[src/rtl/noc_flit_buffer.sv]
// First-word-fall-through flit buffer for NoC router input ports.
// Provides a valid/ready handshake on both sides, occupancy flags and a synchronous flush.
module noc_flit_buffer #(
    parameter int unsigned WIDTH    = 32,
    parameter int unsigned DEPTH    = 4,
    parameter int unsigned AF_LEVEL = 3
) (
    input  logic                       clk,
    input  logic                       rst_n,
    input  logic                       flush_i,
    input  logic                       wr_valid_i,
    input  logic [WIDTH-1:0]           wr_data_i,
    output logic                       wr_ready_o,
    output logic                       rd_valid_o,
    output logic [WIDTH-1:0]           rd_data_o,
    input  logic                       rd_ready_i,
    output logic [$clog2(DEPTH+1)-1:0] count_o,
    output logic                       full_o,
    output logic                       empty_o,
    output logic                       almost_full_o
);

    localparam int unsigned PW = $clog2(DEPTH);
    localparam int unsigned CW = $clog2(DEPTH + 1);

    localparam logic [PW-1:0] LastPtr  = PW'(DEPTH - 1);
    localparam logic [CW-1:0] DepthCnt = CW'(DEPTH);
    localparam logic [CW-1:0] AfCnt    = CW'(AF_LEVEL);

    logic [WIDTH-1:0] mem_q [DEPTH];
    logic [WIDTH-1:0] mem_d [DEPTH];
    logic [PW-1:0]    wr_ptr_q, wr_ptr_d;
    logic [PW-1:0]    rd_ptr_q, rd_ptr_d;
    logic [CW-1:0]    count_q, count_d;
    logic             push, pop;

    // Status and handshake outputs depend only on registered state.
    assign count_o       = count_q;
    assign full_o        = (count_q == DepthCnt);
    assign empty_o       = (count_q == '0);
    assign almost_full_o = (count_q >= AfCnt);
    assign wr_ready_o    = !full_o;
    assign rd_valid_o    = !empty_o;
    assign rd_data_o     = mem_q[rd_ptr_q];

    assign push = wr_valid_i & wr_ready_o;
    assign pop  = rd_valid_o & rd_ready_i;

    always_comb begin
        mem_d    = mem_q;
        wr_ptr_d = wr_ptr_q;
        rd_ptr_d = rd_ptr_q;
        count_d  = count_q;

        if (flush_i) begin
            wr_ptr_d = '0;
            rd_ptr_d = '0;
            count_d  = '0;
        end else begin
            if (push) begin
                mem_d[wr_ptr_q] = wr_data_i;
                wr_ptr_d        = (wr_ptr_q == LastPtr) ? '0 : wr_ptr_q + 1'b1;
            end
            if (pop) begin
                rd_ptr_d = (rd_ptr_q == LastPtr) ? '0 : rd_ptr_q + 1'b1;
            end
            unique case ({push, pop})
                2'b10:   count_d = count_q + 1'b1;
                2'b01:   count_d = count_q - 1'b1;
                default: count_d = count_q;
            endcase
        end
    end

    always_ff @(posedge clk or negedge rst_n) begin
        if (!rst_n) begin
            for (int i = 0; i < int'(DEPTH); i++) begin
                mem_q[i] <= '0;
            end
            wr_ptr_q <= '0;
            rd_ptr_q <= '0;
            count_q  <= '0;
        end else begin
            mem_q    <= mem_d;
            wr_ptr_q <= wr_ptr_d;
            rd_ptr_q <= rd_ptr_d;
            count_q  <= count_d;
        end
    end

endmodule
[config.mk]
export PLATFORM = sky130hd
export DESIGN_NAME = noc_flit_buffer
export DESIGN_NICKNAME = d
export VERILOG_FILES = /design/src/rtl/noc_flit_buffer.sv
export SDC_FILE = /design/constraint.sdc
export NUM_CORES = 1
export LEC_CHECK = 0
export CAP_MARGIN = 20
export CORE_ASPECT_RATIO = 1.25
export CORE_UTILIZATION = 51
export DETAILED_ROUTE_END_ITERATION = 8
export PLACE_DENSITY = 0.76
export SLEW_MARGIN = 20
export SYNTH_ARGS = -nofsm -noshare
export SYNTH_HDL_FRONTEND = slang
export SYNTH_SLANG_ARGS = --single-unit
[constraint.sdc]
create_clock -name clk -period 2.2 [get_ports clk]
set_input_delay 0.44 -clock clk [delete_from_list [all_inputs] [get_ports clk]]
set_output_delay 0.44 -clock clk [all_outputs]
set_load 0.05 [all_outputs]
==> summary.txt <==
Outcome
  • Status: finished with violations
  • Failing checks: negative setup slack

STA
  • Period utilisation layout: 101%
  • Fin Hold WS: 0.505 ns
  • Layout Skew: 0.00634 ns
  • Worst-Margin Slew: 0.487 ns
  • Setup violations, final: 6
  • Final WS setup: -0.0124 ns
  • RSZ-0062 raised after global routing: yes
  • Number of max-slew violations in the final report: 0
  • Max-slew headroom: 67.7%
  • TNS Setup: -0.0314 ns
  • Final Critical Period: 2.21 ns
  • Max Fclk: 452 MHz
  • Final hold viol count: 0

Yosys
  • Share of async-settable or async-resettable flops after synthesis: 100%
  • Ys Warns: 0
  • Fraction of the mapped netlist area in simple logic gates: 2.90%
  • Cells after Synth: 377
  • Synth Area in XOR/XNOR: 0.130%
  • Register area share after synthesis: 50.1%
  • Avg Inst Size Synth: 17.9 µm²
  • Ys flop type: dfrtp_1
  • Post-synthesis mux area share: 38.9%
  • EDFF count, synth: 0
  • Largest family of logic cells by synthesized area: multiplexers
  • Syn Nets: 420
  • Synth unique cells: 37
  • Synthesized cell area: 0.00674 mm²
  • Synth Area in Adders: 1.23%
  • Synthesized flop and latch total: 135
  • Compound-cell area share of the yosys netlist: 1.67%

Detailed routing
  • Vias: 3585
  • DRC viols: 0
  • DRT Pass-1 Iters: 4
  • Starting DRT DRC Count: 206
  • DR WL/cell: 20.4 µm
  • Remaining antenna violation count after routing: 0
  • Routed wire length: 13100 µm
  • Mean number of vias per cell: 5.58

CTS
  • CTS root buf: clkbuf_16
  • Clock slew at reported path FFs: 0.05 ns
  • H-tree depth: 4
  • CTS Sinks: 135
  • CTS max path bufs: 2
  • Later-pin clock latency in the skew report: 0.42 ns
  • Inserted Clock Buffers: 17
  • CTS tree: yes

Global route
  • First-pass GRT wire length: 21900 µm
  • Gr ovfl total: 0
  • Initial antenna violation count: 0
  • Largest net degree at the start of global routing: 51
  • Vias in the first global route: 4014
  • Tot GR Track Use: 21.3%

Worst setup path
  • Reg2Reg Depth: 6
  • Worst-path cell chain: buf_12, mux4_2, buf_12
  • Reg2reg setup slack: 0.14 ns
  • Worst reg2reg startpoint: count_o[1]$_DFFE_PN0P_
  • Largest stage delay on the critical path: 0.57 ns
  • Crit path required time: 1.76 ns
  • Max FO, Critical Path: 16
  • Crit-path slowest cell: mux4_2
  • R2r endpoint: count_o[2]$_DFFE_PN0P_
  • WP data arrival: 1.77 ns
  • CP Capture Type: output port
  • Crit path top cell by count: buf_12
  • CP Class: reg2out
  • Crit start category: register

Cells and area
  • Most frequent cells in the layout: dfrtp_1, mux2_4, clkdlybuf4s50_1
  • Final instance area: 0.00835 mm²
  • Antenna fix cells: 0
  • Commonest non-fill, non-tap cell in the layout: dfrtp_1
  • Post-Route Utilization: 65.4%
  • Area grow syn2layout: 24.0%
  • Share of cells above drive strength 1: 54.5%
  • Final net count: 509
  • Non-filler cells, final: 643

Floorplan
  • Row Count: 46
  • Top Ports: 77
  • Starting density of the core: 52.7%
  • Die area: 0.0137 mm²
  • Die X: 105 µm
  • Core ar.: 0.0128 mm²
  • Die height: 130 µm

Power and ir drop
  • Total power draw: 10.1 mW
  • Worst vdd ir: 0.680 mV
  • Power per Cell Area: 1210 mW/mm²
  • Leak Pwr: 4.03 nW

Worst hold path
  • Hold Crit Class: reg2reg
  • Hold depth: 1
  • Min-delay src: mem_q[58]$_DFFE_PN0P_
  • Hold EP: mem_q[58]$_DFFE_PN0P_

Place
  • Dpl ws: -0.130 ns
  • Routability cong.: 0.730
  • Post-DP Area: 0.00775 mm²
  • DP HPWL: 8260 µm
  • # port buffers: 76
  • Placed Cells: 613

Flow run
  • Max-cap violations: 0
[sequential cells by signal, summed over array words and instances, names as in the netlist]
name / cells
count_o: 3
wr_ptr_q: 2
mem_q: 128
rd_ptr_q: 2
[power breakdown]
part	internal [mW]	switching (mW)
combinational	2.17	1.74
clock	1.52	0.992
sequential	3.24	0.456
total	6.93	3.19
[what timing repair did]
item                                    in CTS  in global routing
buffers inserted                             1                  0
gates resized for setup                     23                  0
endpoints found under the hold margin       47                  0
pin swaps                                    1                  0
endpoints found under the setup margin      36                 32
cloned                                       0                  0
hold buffers                                 1                  0
[critical path, delay by kind of cell, from the launching register on]
| family | cells | cell delay, ns |
|---|---|---|
| mux | 1 | 0.57 |
| flops | 1 | 0.40 |
| buf+inv | 2 | 0.38 |
[cell families (layout without fill, tap and decap cells)]
logic type	after synthesis	in the layout
adder cells (fa/ha/maj)	6	6
buffers and inverters	32	130
AND/OR/NAND/NOR	25	25
flip-flops	135	135
AO/OA/AOI/OAI	17	17
multiplexers	161	161
XOR/XNOR	1	1
[cell type report]
type | instances | area [µm²]
multi-input cells | 210 | 3040
flip-flops and latches | 135 | 3380
fillers | 901 | 4430
repair buffers | 97 | 1190
well taps | 168 | 210
clock buffers | 23 | 488
inverters | 5 | 18.8
clock inverters | 5 | 25.0
[per-layer routing]
metal	vias to the layer above	GRT usage (%)	share of wire (%)
met4	0	7.62	1.1
met1	1929	26.5	42
met3	12	5.46	3.9
li1	1568	-	-
met2	76	36.6	53
met5	-	0	0
[synth_stat cells (2+ instances only)]
library cell / n / share of area (%)
dfrtp_1: 135 / 50
mux2_4: 120 / 27
mux4_2: 32 / 11
buf_12: 12 / 3.6
clkbuf_1: 8 / 0.45
mux2_2: 8 / 1.3
nor2_1: 6 / 0.33
buf_2: 5 / 0.37
ha_1: 5 / 0.93
inv_1: 5 / 0.28
nand3_1: 4 / 0.30
nand3_4: 4 / 1.0
o21ai_0: 4 / 0.30
a21oi_1: 3 / 0.22
a31oi_1: 2 / 0.19
buf_6: 2 / 0.33
nand2_1: 2 / 0.11
[how the worst max path moves through the flow]
stage / endpoint / from
floorplan: count_o[2]$_DFFE_PN0P_ / count_o[1]$_DFFE_PN0P_
global placement: count_o[2]$_DFFE_PN0P_ / wr_valid_i
detailed placement: count_o[2]$_DFFE_PN0P_ / wr_valid_i
CTS: rd_data_o[22] / rd_ptr_q[0]$_DFFE_PN0P_
global route: rd_data_o[22] / rd_ptr_q[0]$_DFFE_PN0P_
finish: rd_data_o[22] / rd_ptr_q[0]$_DFFE_PN0P_
Note: power is estimated with default switching activity, not from simulation.
